--- config.mk ---
export PLATFORM = sky130hd
export DESIGN_NAME = eth_xmit
export DESIGN_NICKNAME = d
export VERILOG_FILES = /design/src/rtl/eth_xmit.sv
export SDC_FILE = /design/constraint.sdc
export NUM_CORES = 1
export LEC_CHECK = 0
export BUFFER_PORTS_ARGS = -buffer_cell sky130_fd_sc_hd__buf_2
export CORE_ASPECT_RATIO = 1.2
export CORE_MARGIN = 2
export CORE_UTILIZATION = 46
export DETAILED_ROUTE_END_ITERATION = 10
export PLACE_DENSITY_LB_ADDON = 0.25
export SETUP_SLACK_MARGIN = 0.5
export SYNTH_ARGS = -nofsm -noshare
export SYNTH_HDL_FRONTEND = slang
export SYNTH_SLANG_ARGS = --single-unit
--- constraint.sdc ---
create_clock -name clk -period 10.2 [get_ports clk]
set_clock_uncertainty 0.1 [all_clocks]
set_input_delay 1.02 -clock clk [delete_from_list [all_inputs] [get_ports clk]]
set_output_delay 1.02 -clock clk [all_outputs]
set_load 0.005 [all_outputs]
--- src/rtl/eth_xmit.sv ---
// Ethernet byte-stream transmitter towards the PHY.
// Sends ARP replies and IPv4/UDP datagrams (payload pulled from a show-ahead FIFO):
// preamble/SFD, L2/L3/L4 headers, zero pad to the 60-byte minimum, then the FCS.
// Optional feature macro: ETH_XMIT_IFG_EN adds an IFG_BYTES-long inter-frame gap state.
// Byte outputs are registered one cycle behind the FSM state. Payload bytes bypass that
// register so that o_data follows i_pl_data in the cycles where o_pl_rd is high.
module eth_xmit #(
  parameter int unsigned MAX_PAYLOAD = 1472,
  parameter int unsigned IP_TTL      = 64,
  parameter int unsigned IFG_BYTES   = 12
) (
  input  logic        clk,
  input  logic        rst_n,
  input  logic [47:0] i_self_mac,
  input  logic [31:0] i_self_ip,
  input  logic [47:0] i_dst_mac,
  input  logic [31:0] i_dst_ip,
  input  logic [15:0] i_src_port,
  input  logic [15:0] i_dst_port,
  input  logic [10:0] i_pl_len,
  input  logic        i_arp_req,
  input  logic        i_udp_req,
  output logic        o_arp_ack,
  output logic        o_udp_ack,
  output logic        o_pl_rd,
  input  logic [7:0]  i_pl_data,
  output logic [7:0]  o_data,
  output logic        o_data_vl,
  output logic        o_busy
);

  typedef enum logic [3:0] {
    StIdle,
    StPreamble,
    StDstMac,
    StSrcMac,
    StEtype,
    StArpBody,
    StIpHdr,
    StUdpHdr,
    StPayload,
    StPad,
    StFcs
`ifdef ETH_XMIT_IFG_EN
    , StIfg
`endif
  } state_e;

  localparam logic [7:0] Ttl = 8'(IP_TTL);
`ifdef ETH_XMIT_IFG_EN
  localparam logic [10:0] IfgLast = 11'(IFG_BYTES - 1);
`endif

  // One byte step of the reflected CRC-32 (poly 04C11DB7 reversed = EDB88320)
  function automatic logic [31:0] crc32_byte(input logic [31:0] crc, input logic [7:0] data);
    logic [31:0] r;
    r = crc ^ {24'h0, data};
    for (int i = 0; i < 8; i++) begin
      r = r[0] ? ((r >> 1) ^ 32'hEDB8_8320) : (r >> 1);
    end
    return r;
  endfunction

  state_e      state_q;
  logic [10:0] cnt_q;
  logic        is_arp_q;
  logic [47:0] self_mac_q;
  logic [31:0] self_ip_q;
  logic [47:0] dst_mac_q;
  logic [31:0] dst_ip_q;
  logic [15:0] src_port_q;
  logic [15:0] dst_port_q;
  logic [10:0] pl_len_q;
  logic [15:0] ip_id_q;
  logic [15:0] csum_q;
  logic [31:0] crc_q;
  logic [7:0]  data_q;
  logic        data_vl_q;
  logic        pl_rd_q;
  logic        crc_en_q;
  logic        arp_ack_q;
  logic        udp_ack_q;
  logic        busy_q;

  logic        udp_ok;
  logic [15:0] tot_len;
  logic [15:0] udp_len;
  logic [10:0] pad_len;
  logic [31:0] csum_sum;
  logic [16:0] csum_fold1;
  logic [15:0] csum_fold2;
  logic [15:0] csum_calc;
  logic [0:5][7:0]  dst_mac_b;
  logic [0:5][7:0]  src_mac_b;
  logic [0:1][7:0]  etype_b;
  logic [0:27][7:0] arp_b;
  logic [0:19][7:0] ip_b;
  logic [0:7][7:0]  udp_b;
  logic [3:0][7:0]  fcs_b;
  logic [7:0]  tx_byte;
  logic [31:0] crc_nx;
  logic [7:0]  byte_nx;
  logic [10:0] last_idx;
  state_e      state_nx;
  logic        term;
  logic        emit;
  logic        covered;

  assign udp_ok = i_udp_req && (i_pl_len != 11'd0) && (32'(i_pl_len) <= MAX_PAYLOAD);

  // Header fields and IPv4 checksum, all derived from the latched request
  always_comb begin
    tot_len    = 16'(pl_len_q) + 16'd28;
    udp_len    = 16'(pl_len_q) + 16'd8;
    pad_len    = is_arp_q ? 11'd18 : ((pl_len_q < 11'd18) ? (11'd18 - pl_len_q) : 11'd0);
    csum_sum   = 32'h0000_4500 + 32'(tot_len) + 32'(ip_id_q) + 32'h0000_4000
               + {16'h0, Ttl, 8'h11}
               + 32'(self_ip_q[31:16]) + 32'(self_ip_q[15:0])
               + 32'(dst_ip_q[31:16]) + 32'(dst_ip_q[15:0]);
    csum_fold1 = 17'(csum_sum[15:0]) + 17'(csum_sum[31:16]);
    csum_fold2 = csum_fold1[15:0] + {15'h0, csum_fold1[16]};
    csum_calc  = ~csum_fold2;
    dst_mac_b  = dst_mac_q;
    src_mac_b  = self_mac_q;
    etype_b    = is_arp_q ? 16'h0806 : 16'h0800;
    arp_b      = {16'h0001, 16'h0800, 8'h06, 8'h04, 16'h0002,
                  self_mac_q, self_ip_q, dst_mac_q, dst_ip_q};
    ip_b       = {16'h4500, tot_len, ip_id_q, 16'h4000, Ttl, 8'h11, csum_q,
                  self_ip_q, dst_ip_q};
    udp_b      = {src_port_q, dst_port_q, udp_len, 16'h0000};
  end

  // Byte on the wire this cycle and the CRC including it (FCS reads the result directly)
  always_comb begin
    tx_byte = pl_rd_q ? i_pl_data : data_q;
    crc_nx  = crc_en_q ? crc32_byte(crc_q, tx_byte) : crc_q;
    fcs_b   = ~crc_nx;
  end

  // Next byte, terminal count and successor state for the current FSM state
  always_comb begin
    byte_nx  = 8'h00;
    last_idx = 11'd0;
    state_nx = StIdle;
    covered  = 1'b0;
`ifdef ETH_XMIT_IFG_EN
    emit     = (state_q != StIdle) && (state_q != StIfg);
`else
    emit     = (state_q != StIdle);
`endif
    case (state_q)
      StPreamble: begin
        byte_nx  = (cnt_q == 11'd7) ? 8'hD5 : 8'h55;
        last_idx = 11'd7;
        state_nx = StDstMac;
      end
      StDstMac: begin
        byte_nx  = dst_mac_b[cnt_q[2:0]];
        last_idx = 11'd5;
        state_nx = StSrcMac;
        covered  = 1'b1;
      end
      StSrcMac: begin
        byte_nx  = src_mac_b[cnt_q[2:0]];
        last_idx = 11'd5;
        state_nx = StEtype;
        covered  = 1'b1;
      end
      StEtype: begin
        byte_nx  = etype_b[cnt_q[0]];
        last_idx = 11'd1;
        state_nx = is_arp_q ? StArpBody : StIpHdr;
        covered  = 1'b1;
      end
      StArpBody: begin
        byte_nx  = arp_b[cnt_q[4:0]];
        last_idx = 11'd27;
        state_nx = StPad;
        covered  = 1'b1;
      end
      StIpHdr: begin
        byte_nx  = ip_b[cnt_q[4:0]];
        last_idx = 11'd19;
        state_nx = StUdpHdr;
        covered  = 1'b1;
      end
      StUdpHdr: begin
        byte_nx  = udp_b[cnt_q[2:0]];
        last_idx = 11'd7;
        state_nx = StPayload;
        covered  = 1'b1;
      end
      StPayload: begin
        // Data comes straight from i_pl_data via the o_pl_rd bypass
        last_idx = pl_len_q - 11'd1;
        state_nx = (pad_len != 11'd0) ? StPad : StFcs;
        covered  = 1'b1;
      end
      StPad: begin
        last_idx = pad_len - 11'd1;
        state_nx = StFcs;
        covered  = 1'b1;
      end
      StFcs: begin
        byte_nx  = fcs_b[cnt_q[1:0]];
        last_idx = 11'd3;
`ifdef ETH_XMIT_IFG_EN
        state_nx = StIfg;
`else
        state_nx = StIdle;
`endif
      end
`ifdef ETH_XMIT_IFG_EN
      StIfg: begin
        last_idx = IfgLast;
        state_nx = StIdle;
      end
`endif
      default: begin
        state_nx = StIdle;
      end
    endcase
    term = (cnt_q == last_idx);
  end

  // Frame FSM with registered outputs, request latching, checksum and CRC state
  always_ff @(posedge clk or negedge rst_n) begin
    if (!rst_n) begin
      state_q    <= StIdle;
      cnt_q      <= 11'd0;
      is_arp_q   <= 1'b0;
      self_mac_q <= 48'h0;
      self_ip_q  <= 32'h0;
      dst_mac_q  <= 48'h0;
      dst_ip_q   <= 32'h0;
      src_port_q <= 16'h0;
      dst_port_q <= 16'h0;
      pl_len_q   <= 11'd0;
      ip_id_q    <= 16'h0;
      csum_q     <= 16'h0;
      crc_q      <= 32'hFFFF_FFFF;
      data_q     <= 8'h00;
      data_vl_q  <= 1'b0;
      pl_rd_q    <= 1'b0;
      crc_en_q   <= 1'b0;
      arp_ack_q  <= 1'b0;
      udp_ack_q  <= 1'b0;
      busy_q     <= 1'b0;
    end else begin
      arp_ack_q <= 1'b0;
      udp_ack_q <= 1'b0;
      data_q    <= byte_nx;
      data_vl_q <= emit;
      pl_rd_q   <= (state_q == StPayload);
      crc_en_q  <= covered;
      crc_q     <= crc_nx;
      if (state_q == StIdle) begin
        cnt_q <= 11'd0;
        if (i_arp_req || udp_ok) begin
          // ARP wins when both are pending
          is_arp_q   <= i_arp_req;
          arp_ack_q  <= i_arp_req;
          udp_ack_q  <= ~i_arp_req;
          self_mac_q <= i_self_mac;
          self_ip_q  <= i_self_ip;
          dst_mac_q  <= i_dst_mac;
          dst_ip_q   <= i_dst_ip;
          src_port_q <= i_src_port;
          dst_port_q <= i_dst_port;
          pl_len_q   <= i_pl_len;
          busy_q     <= 1'b1;
          state_q    <= StPreamble;
        end else begin
          busy_q <= 1'b0;
        end
      end else begin
        if (term) begin
          state_q <= state_nx;
          cnt_q   <= 11'd0;
        end else begin
          cnt_q <= cnt_q + 11'd1;
        end
        if (state_q == StPreamble) begin
          crc_q  <= 32'hFFFF_FFFF;
          csum_q <= csum_calc;
        end
        // IP header already sent; bump the id for the next datagram
        if ((state_q == StUdpHdr) && term) begin
          ip_id_q <= ip_id_q + 16'd1;
        end
      end
    end
  end

  assign o_arp_ack = arp_ack_q;
  assign o_udp_ack = udp_ack_q;
  assign o_pl_rd   = pl_rd_q;
  assign o_data    = tx_byte;
  assign o_data_vl = data_vl_q;
  assign o_busy    = busy_q;

endmodule
==> summary.txt, run 1 <==
CTS
  • TritonCTS clock tree: built
  • CTS root buf: clkbuf_16
  • H-tree Lvls: 2
  • Clock-pin slew on the worst setup and hold paths: 0.06 ns
  • Clk sinks: 297
  • Clk Latency, worst-skew pair: 0.56 ns
  • Total CTS buffers: 35
  • Clock Path Buffers: 3

Yosys
  • Main synth FF type: dfrtp_1
  • Synth top area cells: dfrtp_1, mux2_2, mux4_2
  • Synthesized netlist cell count: 1931
  • FF+latch count, synth: 297
  • YS warnings: 0
  • Avg Inst Size Synth: 10.55 um2
  • EDFF count, synth: 0
  • Share of the synthesized area in the top cell type: 32.54%
  • Most instantiated cells after synthesis: dfrtp_1, mux2_2, inv_1
  • Cell area after synthesis: 20380 um2
  • Register area share after synthesis: 36.67%
  • Yosys top cell by area: dfrtp_1
  • Post-synth ARST share: 100.0%
  • Synthesized Nets: 2261
  • Top-count cell post-synth: dfrtp_1
  • Yosys cell types: 84

Timing
  • Fmax: 111.2 MHz
  • Setup tns final: 0 ns
  • Period utilisation layout: 88.13%
  • Minimum clock period: 8.989 ns
  • Final hold viol count: 0
  • RSZ-0062 raised after global routing: false
  • Fin. max-slew vios: 0
  • Slew of the pin with the lowest slew margin: 1.075 ns
  • Slew HR: 27.79%
  • Final setup vio count: 0

Setup path
  • Startpoint Class: flip-flop
  • Worst r2r path cells: 38
  • Largest fanout on the critical path: 8
  • CP Capture Type: flip-flop
  • WP data arrival: 9.29 ns
  • Crit path kind: reg2reg
  • R2R setup slack: 1.21 ns
  • CP max stage cell: fa_1
  • Worst path max stage delay: 0.52 ns
  • Data required, critical path: 10.50 ns
  • Most used cell, CP: inv_1

Pwr
  • Internal cell power: 0.001999 W
  • Clk pwr share: 51.3%
  • Total net switching power: 0.0005689 W
  • Gate power share: 2.8%
  • Max IR drop VDD: 127.2 uV
  • Reg power frac: 45.9%
  • Leakage power: 11.49 nW
  • Switching part of the total: 22.16%
  • Pwr/cell area: 110.5 nW/um2

Drt
  • First drt pass iteration count: 5
  • Wire per inst: 22.97 um
  • Vias: 15730
  • ANT nets after route: 0
  • Routed wire length: 61870 um
  • Drt drc: 0
  • Vias per cell: 5.843
  • Number of DRC markers in iteration 0: 1156

Floorplan
  • Die W: 196.1 um
  • Ports: 228
  • DIE HEIGHT: 234.6 um
  • Die area: 46010 um2
  • Initial cell density of the core: 46.50%
  • Core ar.: 43830 um2
  • Std cell rows: 84

Placement
  • Global placer's final weighted congestion: 0.9246
  • Input/output buffers: 227
  • DP Wirelength: 46690 um
  • Placed cell area: 22000 um2

Global routing
  • Total Routing Usage GR: 27.04%
  • Largest net degree at the start of global routing: 157
  • First-pass GRT wire length: 94670 um
  • Initial antenna violation count: 2
  • Vias in the first global route: 16010
  • Remaining global-route overflow: 0

Layout
  • Ant. Diodes: 0
  • Final nets: 2438
  • Layout cell share with drive strength beyond 1: 31.02%
  • Area Overhead vs Synth: 13.99%
  • Cell area after layout: 23230 um2

Worst hold path
  • Hold Path Class: reg2reg
  • Hold path cells: 2

Flow run
  • Max-cap violations: 0

Status
  • Status: finished, final reports clean
[power by group through the flow]
stage / clock, W / combinational, W / sequential (W)
after global placement: 0 / 0.0000720 / 0.00120
after detailed placement: 0 / 0.0000736 / 0.00120
after global routing: 0.00139 / 0.0000799 / 0.00118
after floorplan: 0 / 0.00000140 / 0.00120
final: 0.00132 / 0.0000711 / 0.00118
after CTS: 0.00135 / 0.0000737 / 0.00118
[worst paths after layout]
kind                                               from                    endpoint
max in group asynchronous                         rst_n  src_port_q[12]$_DFFE_PN0P_
worst max-delay path            pl_len_q[3]$_DFFE_PN0P_      csum_q[15]$_DFFE_PN0P_
worst min-delay path             csum_q[13]$_DFFE_PN0P_      csum_q[13]$_DFFE_PN0P_
worst max register to register  pl_len_q[3]$_DFFE_PN0P_      csum_q[15]$_DFFE_PN0P_
worst min register to register   csum_q[13]$_DFFE_PN0P_      csum_q[13]$_DFFE_PN0P_
min in group asynchronous                         rst_n       csum_q[9]$_DFFE_PN0P_
[through the flow]
stage          worst slack [ns]  power [W]  cells  utilization (%)  hold slack, ns
4_1_cts                  0.5470   0.002601   2692            52.91          0.3860
2_1_floorplan             1.042   0.001202   1931                -          0.3429
3_5_place_dp             0.5629   0.001274   2629            50.19          0.3740
6_report                  1.211   0.002568   2693            53.00          0.3864
3_3_place_gp             0.7392   0.001272   2629            50.19          0.3637
5_1_grt                  0.5290   0.002650   2693            53.00          0.4033
[what timing repair did]
| item | in CTS | in global routing |
|---|---|---|
| gates resized for setup | 0 | 11 |
| setup buffers | 0 | 1 |
| setup endpoints to repair | 0 | 9 |
| hold buffers | 0 | 0 |
[layout by cell type (no fill, tap or decap), drive strengths merged, types with 13 or more instances in the layout]
master	netlist	final
fa	59	59
ha	56	56
dfstp	32	32
xor2	69	69
and3	18	18
a22oi	16	16
a21oi	79	79
nand2	147	147
nand3	35	35
mux4	61	61
xnor2	84	84
o21ai	92	92
mux2i	56	56
dfrtp	265	265
nor4	13	13
clkbuf	95	49
nor3	35	35
mux2	219	219
nand2b	14	14
buf	23	258
nand4	22	22
nor2	97	97
inv	160	161
[critical path, delay by kind of cell (launching register included)]
kind,cells,cell delay (ns)
adder cells (fa/ha/maj),8,3.12
AO/OA/AOI/OAI,9,1.68
flip-flops,1,0.37
XOR/XNOR,3,0.54
buffers and inverters,7,0.67
AND/OR/NAND/NOR,11,2.35
[sequential cells by signal (all words and copies together), names as in the netlist, 32 cells and up]
| register | cells |
|---|---|
| dst_mac_b | 48 |
| dst_ip_q | 32 |
| crc_q | 32 |
| self_mac_q | 48 |
| self_ip_q | 32 |
[cell type report]
class,count,area [um2]
fillers,3865,20600
multi-input cells,1354,11860
flip-flops and latches,297,7481
repair buffers,258,1391
clock buffers,49,999.7
well taps,559,699.4
inverters,162,608.1
clock inverters,14,190.2
[cell families (layout without fill, tap and decap cells)]
family | Yosys count | count (layout) | share of synthesized area, %
simple gates | 436 | 436 | 10.46
flops | 297 | 297 | 36.67
mux | 336 | 336 | 21.59
compound gates | 312 | 312 | 9.922
buf+inv | 280 | 483 | 5.323
fa+ha+maj | 115 | 115 | 9.234
xor+xnor | 155 | 155 | 6.803
[layer usage]
layer  vias to the layer above  global-route usage, %  part of all wire, %
met5                         -                      0                0.021
met4                         2                  10.23                  4.0
met2                       572                  46.27                   49
met3                       139                  5.043                  6.3
met1                      7836                  34.29                   41
li1                       7185                      -                    -
(Power assumes the default switching activity.)
==> run 2: changes to the inputs <==
- MAX_ROUTING_LAYER: not set -> met4
==> run 2 against run 1 <==
Total power up 2.7%; global-route usage increased by 0.52 points; final area increased by 0.59%; register-to-register slack worse by 0.10 ns; routed wire length fell by 1.7%; count of clock-buffer cells in the layout down 2; die area unchanged; sequential share of layout area fell by 0.19 points; critical path type unchanged; critical endpoint unchanged; largest cell class unchanged; largest power group unchanged; highest routed layer is now met4.
==> summary.txt, run 2 (synthesis gave the netlist of run 1 again) <==
Status
  • Status: finished, final reports clean

Global routing
  • Initial antenna violation count: 1 (-1)
  • Total Routing Usage GR: 27.56% (+0.52 points)
  • First-pass GRT wire length: 93630 um (-1.1%)
  • Vias in the first global route: 16220 (+1.3%)
  • Largest net degree at the start of global routing: 98 (-38%)
  • Remaining global-route overflow: 0 (unchanged)

Timing
  • RSZ-0062 raised after global routing: false
  • Fmax: 110.0 MHz (-1.1%)
  • Slew of the pin with the lowest slew margin: 1.112 ns (+0.03697 ns)
  • Period utilisation layout: 89.11% (+0.98 points)
  • Slew HR: 25.39% (-2.4 points)
  • Setup tns final: 0 ns (unchanged)
  • Minimum clock period: 9.089 ns (+0.09965 ns)
  • Final hold viol count: 0 (unchanged)
  • Final setup vio count: 0 (unchanged)
  • Final hold slack: 0.3787 ns (-0.007684 ns)
  • Fin. max-slew vios: 0 (unchanged)

Drt
  • Routed wire length: 60790 um (-1.7%)
  • Wire per inst: 22.54 um (-1.9%)
  • Number of DRC markers in iteration 0: 1104 (-4.5%)
  • Vias: 15700 (-0.20%)
  • First drt pass iteration count: 5 (unchanged)
  • Drt drc: 0 (unchanged)
  • Vias per cell: 5.822 (-0.35%)
  • ANT nets after route: 0 (unchanged)

CTS
  • Clk Latency, worst-skew pair: 0.58 ns (+0.02 ns)
  • Clock Path Buffers: 3 (unchanged)
  • TritonCTS clock tree: built
  • Clock-pin slew on the worst setup and hold paths: 0.06 ns (about the same)
  • Clk sinks: 297 (unchanged)
  • Total CTS buffers: 36 (+2.9%)
  • CTS root buf: clkbuf_16
  • H-tree Lvls: 2 (unchanged)

Layout
  • Layout cell share with drive strength beyond 1: 31.12% (+0.097 points)
  • Most frequent cells in the layout: dfrtp_1, buf_2, mux2_2
  • Storage element area: 7481 um2 (unchanged)
  • Footprint of the multi-input gates: 11890 um2 (+0.24%)
  • Commonest non-fill, non-tap cell in the layout: dfrtp_1
  • Fin util: 53.31% (+0.31 points)
  • Area Overhead vs Synth: 14.66%
  • Fillers: 3839 (-0.67%)
  • Final nets: 2440 (+0.082%)

Floorplan
  • Die W: 196.1 um (unchanged)
  • Initial cell density of the core: 46.50% (unchanged)
  • Ports: 228 (unchanged)
  • Std cell rows: 84 (unchanged)
  • DIE HEIGHT: 234.6 um (unchanged)
  • Core ar.: 43830 um2 (unchanged)
  • Die area: 46010 um2 (unchanged)

Setup path
  • CP Capture Type: flip-flop
  • WP data arrival: 9.41 ns (+0.12 ns)
  • Most used cell, CP: inv_1
  • Data required, critical path: 10.53 ns (+0.03 ns)
  • CP max stage cell: fa_1
  • Worst path max stage delay: 0.52 ns (about the same)
  • Largest fanout on the critical path: 8 (unchanged)
  • WP buf/inv: 7 (unchanged)
  • Top cell family by delay on the critical path: adder cells
  • R2R setup slack: 1.11 ns (-0.10 ns)
  • Startpoint Class: flip-flop
  • Crit path kind: reg2reg

Pwr
  • Leakage power: 11.56 nW (+0.63%)
  • Pwr/cell area: 112.9 nW/um2 (+2.1%)
  • Max IR drop VDD: 139.9 uV (+10%)

Placement
  • Input/output buffers: 227 (unchanged)
  • DP Wirelength: 45740 um (-2.0%)
  • Global placer's final weighted congestion: 0.9138 (-1.2%)

Flow run
  • Max-cap violations: 0 (unchanged)

Worst hold path
  • Hold Path Class: in2async
-- run 2: cell count changes in the layout (fill, tap and decap cells not counted), sizes merged --
cell      before  now
buf          258  259
bufinv         4    6
clkbuf        49   47
clkinv         9   11
clkinvlp       2    1
diode          0    1
inv          161  162
-- run 2: area by class of cell --
cell class                      count  area share, %
Multi-Input combinational cell   1354          50.88
Inverter                          162          2.602
Clock buffer                       47          4.161
Tap cell                          559          2.993
Antenna cell                        1        0.01071
Timing Repair Buffer              259          5.987
Clock inverter                     18          1.349
Sequential cell                   297          32.02
-- run 2: per-layer routing --
metal	part of all wire (%)	up-vias	track usage (%)
met3	6.6	157	4.599
li1	-	7163	-
met4	4.6	0	12.36
met2	48	593	44.95
met5	0	-	-
met1	40	7789	33.96
-- run 2: worst paths after layout --
path / from / endpoint / cells past startpoint
setup / recovery: pl_len_q[4]$_DFFE_PN0P_ / csum_q[15]$_DFFE_PN0P_ / 40
hold / removal: rst_n / dst_ip_q[16]$_DFFE_PN0P_ / 1
setup reg to reg: pl_len_q[4]$_DFFE_PN0P_ / csum_q[15]$_DFFE_PN0P_ / 40
hold reg to reg: csum_q[13]$_DFFE_PN0P_ / csum_q[13]$_DFFE_PN0P_ / 2
max in group asynchronous: rst_n / o_busy$_DFFE_PN0P_ / 3
min in group clk: csum_q[13]$_DFFE_PN0P_ / csum_q[13]$_DFFE_PN0P_ / 2
-- run 2: timing repair --
action                     4_1_cts  5_1_grt
hold buffers                     0        0
resized for setup                2        9
setup endpoints to repair        2        9
setup buffers                    0        3
pin swaps                        0        1
-- run 2: where the power goes --
group / total [W] / switching, W / internal (W)
logic: 0.0000700 / 0.0000393 / 0.0000307
clock network: 0.00139 / 0.000549 / 0.000838
registers: 0.00118 / 0 / 0.00118
total: 0.00264 / 0.000589 / 0.00205
-- run 2: stage by stage --
step           instance area (um2)  worst slack (ns)  cells  total power (W)
3_5_place_dp                 21990            0.4099   2628         0.001272
4_1_cts                      23280            0.5654   2693         0.002679
3_3_place_gp                 21990            0.6011   2628         0.001271
2_1_floorplan                20380             1.042   1931         0.001202
6_report                     23370             1.111   2697         0.002637
5_1_grt                      23370            0.4038   2697         0.002719
